File: src/rtl/accumulator_6_pkg.sv
// -----------------------------------------------------------------------------
// accumulator_6_pkg
// Shared definitions for the 6-bit frame accumulator and its adder:
//   ACC_W   - operand / running-sum width
//   CNT_W   - width of the per-frame operand counter
//   state_t - frame state: ACCUM (taking operands) or HOLD (result presented)
// -----------------------------------------------------------------------------
package accumulator_6_pkg;

    localparam int ACC_W = 6;
    localparam int CNT_W = 4;

    typedef enum logic {
        ACCUM = 1'b0,
        HOLD  = 1'b1
    } state_t;

endpackage

File: src/rtl/ripple_adder_6.sv
// -----------------------------------------------------------------------------
// ripple_adder_6
// Combinational 6-bit unsigned ripple-carry adder, carry-in tied to 0.
// Ports:
//   a, b - 6-bit addends
//   sum  - (a + b) mod 64
//   co   - carry out of bit 5
// -----------------------------------------------------------------------------
module ripple_adder_6
    import accumulator_6_pkg::*;
(
    input  logic [ACC_W-1:0] a,
    input  logic [ACC_W-1:0] b,
    output logic [ACC_W-1:0] sum,
    output logic             co
);

    logic [ACC_W:0] c;

    assign c[0] = 1'b0;

    for (genvar i = 0; i < ACC_W; i++) begin : g_fa
        assign sum[i]   = a[i] ^ b[i] ^ c[i];
        assign c[i + 1] = (a[i] & b[i]) | (c[i] & (a[i] ^ b[i]));
    end

    assign co = c[ACC_W];

endmodule

File: src/rtl/accumulator_6.sv
// -----------------------------------------------------------------------------
// accumulator_6
// Folds a stream of unsigned 6-bit operands into a registered running sum.
// After TERMS accepted operands the frame total and a sticky overflow flag
// are presented and held until the downstream stage accepts them.
// Ports:
//   clk, rst            - clock, asynchronous active-high reset
//   clr                 - synchronous frame abort (wins over any handshake)
//   in_valid / in_ready - operand handshake; in_ready is high in ACCUM only
//   din                 - unsigned operand
//   out_valid/out_ready - result handshake; out_valid is high in HOLD only
//   acc                 - running sum, frame total while out_valid=1
//   cy                  - sticky carry out of bit 5 across the frame
//   count               - operands accepted in the current frame
// -----------------------------------------------------------------------------
module accumulator_6
    import accumulator_6_pkg::*;
#(
    parameter int WIDTH = ACC_W,
    parameter int TERMS = 4
) (
    input  logic             clk,
    input  logic             rst,
    input  logic             clr,
    input  logic             in_valid,
    output logic             in_ready,
    input  logic [WIDTH-1:0] din,
    output logic             out_valid,
    input  logic             out_ready,
    output logic [WIDTH-1:0] acc,
    output logic             cy,
    output logic [CNT_W-1:0] count
);

    state_t           state_q;
    state_t           state_d;
    logic [WIDTH-1:0] sum;
    logic             co;
    logic             accept;
    logic             last_term;
    logic             release_hold;

    ripple_adder_6 u_adder (
        .a   (acc),
        .b   (din),
        .sum (sum),
        .co  (co)
    );

    assign accept       = in_ready & in_valid;
    assign last_term    = (count == CNT_W'(TERMS - 1));
    assign release_hold = out_valid & out_ready;

    // Handshake outputs are pure state decodes, so neither in_valid nor
    // out_ready reaches an output combinationally.
    always_comb begin
        state_d   = state_q;
        in_ready  = 1'b0;
        out_valid = 1'b0;
        unique case (state_q)
            ACCUM: begin
                in_ready = 1'b1;
                if (in_valid && last_term) begin
                    state_d = HOLD;
                end
            end
            HOLD: begin
                out_valid = 1'b1;
                if (out_ready) begin
                    state_d = ACCUM;
                end
            end
            default: state_d = ACCUM;
        endcase
        if (clr) begin
            state_d = ACCUM;
        end
    end

    always_ff @(posedge clk or posedge rst) begin
        if (rst) begin
            state_q <= ACCUM;
        end else begin
            state_q <= state_d;
        end
    end

    // clr is checked first so an operand presented alongside it is dropped.
    always_ff @(posedge clk or posedge rst) begin
        if (rst) begin
            acc   <= '0;
            cy    <= 1'b0;
            count <= '0;
        end else if (clr || release_hold) begin
            acc   <= '0;
            cy    <= 1'b0;
            count <= '0;
        end else if (accept) begin
            acc   <= sum;
            cy    <= cy | co;
            count <= count + CNT_W'(1);
        end
    end

endmodule

File: config.mk
export PLATFORM = sky130hd
export DESIGN_NAME = accumulator_6
export DESIGN_NICKNAME = d
export VERILOG_FILES = /design/src/rtl/accumulator_6_pkg.sv /design/src/rtl/ripple_adder_6.sv /design/src/rtl/accumulator_6.sv
export SDC_FILE = /design/constraint.sdc
export NUM_CORES = 1
export LEC_CHECK = 0
export CAP_MARGIN = 0
export CORE_AREA = 2 2 43 45
export CTS_BUF_LIST = sky130_fd_sc_hd__clkbuf_16
export DETAILED_ROUTE_END_ITERATION = 8
export DIE_AREA = 0 0 45 47
export GPL_ROUTABILITY_DRIVEN = 1
export HOLD_SLACK_MARGIN = 0.15
export PLACE_DENSITY = 0.79
export SLEW_MARGIN = 5
export SYNTH_ARGS = -nofsm -noshare
export SYNTH_HDL_FRONTEND = slang
export SYNTH_SLANG_ARGS = --single-unit
export TNS_END_PERCENT = 10
File: constraint.sdc
create_clock -name clk -period 2.67 [get_ports clk]
set_input_delay 0.4005 -clock clk [delete_from_list [all_inputs] [get_ports clk]]
set_output_delay 0.4005 -clock clk [all_outputs]
set_load 0.005 [all_outputs]
==> summary.md <==
| Metric | Value |
|---|---|
| Power Density | `608 nW/µm²` |
| Syn Area/Cell | `10.0 µm²` |
| Critical path class | `in2reg` |
| Synth Instances | `66` |
| Largest net degree at the start of global routing | `13` |
| Synth cell types | `22` |
| Routed wire length | `1.30 mm` |
| Switch share | `23.0%` |
| Non-Filler Instances | `107` |
| Final GP Congestion | `0.779` |
| H-Tree Level Count | `1` |
| Vias in the first global route | `471` |
| CP Launch Type | `input pin` |
| Antenna Diode Count | `0` |
| Worst slew pin tran | `0.689 ns` |
| Worst-case clock buffer depth | `2` |
| Critical Path Slowest Stage Cell | `fa_1` |
| Ys Warns | `0` |
| Setup crit end kind | `register` |
| Synthesized flop and latch total | `12` |
| Slew HR | `54.0%` |
| Max-cap violations | `0` |
| Final min period | `2.64 ns` |
| Vias per std cell | `4.87` |
| TritonCTS sink count | `12` |
| Setup slack, reg-to-reg | `0.22 ns` |
| FP Rows | `15` |
| CP Max Fanout | `1` |
| FMAX | `0.378 GHz` |
| Synthesis-to-layout area growth | `48.6%` |
| Placed instance count | `103` |
| PnR Total Power | `598 µW` |
| Avg WL per Cell | `12.1 µm` |
| RSZ-0062 raised after global routing | `yes` |
| Worst-path clk slew | `0.04 ns` |
| Pins Over Slew Limit | `0` |
| Combinational fraction of design power | `18.9%` |
| Iteration-0 DRC Markers | `7` |
| Final HPWL DP | `977 µm` |
| Share of cells above drive strength 1 | `8.89%` |
| Initial antenna violation count | `0` |
| ANT nets after route | `0` |
| I/O pin count | `24` |
| Nets@finish | `109` |
| Via Count | `521` |
| Cell repeated most along the worst path | `fa_2` |
| Setup-failing EPs final | `0` |
| Worst EP required | `2.84 ns` |
| Worst slack, placed | `-0.329 ns` |
| Sequential area share after synthesis | `45.4%` |
| Grt ovf | `0` |
| Fill cell count | `152` |
| Die Width | `45 µm` |
| Die Ht | `47 µm` |
| Worst stage delay on the critical path | `0.49 ns` |
| GRT Total Usage | `14.2%` |
| Root Buffer | `clkbuf_16` |
| Core region area | `1650 µm²` |
| Post-Synthesis Cell Area | `662 µm²` |
| Hold Worst Slack | `0.471 ns` |
| Run status | `finished clean` |
| Arr. time, crit path | `2.81 ns` |
| CP Cell Sequence | `clkdlybuf4s50_1 > ha_1 > inv_1 > fa_2 > fa_1 > inv_1 > fa_2 > fa_2 > fa_1 > nand2_1 > a21oi_2` |
| Die area | `2120 µm²` |
| Worst-Skew Late Latency | `0.24 ns` |
| Clock Power Share | `45.7%` |
| TritonCTS buffer count | `3` |
| Sequential group share of total power | `35.4%` |
| Hold Path Class | `in2async` |
| I/O Buffers | `23` |
| Initial Util | `40.1%` |
| Setup Skew | `0.00144 ns` |
| CTS tree | `yes` |
| VDD IR max | `0.000414 V` |
| First-pass GRT wire length | `2.04 mm` |
| Period utilisation layout | `99.0%` |
| Final setup margin | `0.0271 ns` |
| Fin Setup TNS | `0 ns` |
| Internal | `460 µW` |
| DRT Pass-1 Iters | `4` |
| Drt drc | `0` |
| Net load switching power | `138 µW` |
| Hold buffers post-CTS | `0` |
| Final Hold Violating Endpoints | `0` |
| Leakage Power | `0.431 nW` |
| Synth Net Count | `84` |
-- cell usage after synthesis --
| master | n | share of area [%] |
|---|---|---|
| a31oi_1 | 1 | 0.95 |
| xnor2_1 | 1 | 1.3 |
| xor2_1 | 1 | 1.3 |
| nor2b_1 | 1 | 0.95 |
| nand3b_1 | 1 | 1.1 |
| o21ai_1 | 1 | 0.76 |
| mux2_1 | 1 | 1.7 |
| nor2_1 | 7 | 4.0 |
| dfrtp_1 | 12 | 45 |
| clkbuf_1 | 1 | 0.57 |
| buf_6 | 1 | 1.7 |
| ha_1 | 2 | 3.8 |
| nand2_1 | 10 | 5.7 |
| a211oi_1 | 1 | 1.1 |
| nand2b_1 | 1 | 0.95 |
| a21oi_1 | 7 | 5.3 |
| fa_1 | 5 | 15 |
| inv_1 | 8 | 4.5 |
| buf_2 | 1 | 0.76 |
| nand3_1 | 1 | 0.76 |
| or3_1 | 1 | 0.95 |
| a21o_2 | 1 | 1.3 |
-- metrics by stage --
| stage | utilization (%) | cell area [µm²] |
|---|---|---|
| after floorplan | - | 662 |
| after CTS | 59.3 | 980 |
| final | 59.5 | 983 |
| after detailed placement | 54.1 | 893 |
| after global placement | 54.1 | 893 |
| after global routing | 59.5 | 983 |
-- final cells by class --
cell class / count / area, µm² / share of cell area, %
clock buffers: 3 / 75.1 / 7.63
clock inverters: 1 / 3.75 / 0.382
inverters: 8 / 30.0 / 3.05
multi-input cells: 43 / 323 / 32.8
flip-flops and latches: 12 / 300 / 30.5
well taps: 17 / 21.3 / 2.16
repair buffers: 23 / 230 / 23.4
-- repair_timing --
item,4_1_cts,5_1_grt
pin swaps,1,1
gates cloned,0,0
resized for setup,3,1
setup buffers,0,0
setup endpoints to repair,1,2
-- final timing paths --
check,startpoint,to,cells after the start
worst max register to register,acc[0],acc[5],10
min in group clk,cy,cy,2
worst min-delay path,rst,acc[0],2
worst max-delay path,din[0],acc[5],11
worst min register to register,cy,cy,2
max in group asynchronous,rst,count[3],2
-- power by group through the flow --
stage,Clock (mW),Sequential [mW],Combinational [mW]
global route,0.287,0.214,0.130
finish,0.273,0.211,0.113
floorplan,0,0.214,0.0536
global placement,0,0.213,0.108
detailed placement,0,0.214,0.111
CTS,0.280,0.212,0.114
-- routing by layer --
metal,global-route usage (%),up-vias,part of all wire (%),wire [µm]
met2,22.0,13,49,638
li1,-,254,-,-
met1,17.8,250,42,550
met3,4.62,4,5.9,77
met5,0,-,0,0
met4,7.06,0,2.3,30
-- cells in the final DEF, fill, tap and decap left out, drive strengths merged, types with 2 or more instances in the layout --
cell type and count:
dfrtp 12, inv 8, a21oi 7, nand2 10, clkdlybuf4s50 23, clkbuf 3
nor2 7, ha 2, fa 5
-- logic make-up (layout without fill, tap and decap cells) --
kind of cell / Yosys count / count (layout) / share of synthesized area (%)
simple gates: 22 / 22 / 14.4
fa+ha+maj: 7 / 7 / 18.9
buf+inv: 11 / 35 / 7.56
mux: 1 / 1 / 1.70
xor+xnor: 2 / 2 / 2.65
compound gates: 11 / 11 / 9.45
flops: 12 / 12 / 45.4
-- registers in the layout, indices dropped and copies added (netlist names) --
name and flops:
acc 6, count 4, cy 1, state_q 1
-- worst max-delay path: cells and delay by family --
| family | cells | cell delay, ns |
|---|---|---|
| adder cells (fa/ha/maj) | 6 | 1.70 |
| AO/OA/AOI/OAI | 1 | 0.13 |
| buffers and inverters | 3 | 0.51 |
| AND/OR/NAND/NOR | 1 | 0.06 |
Power figures use the tool's default switching activity.
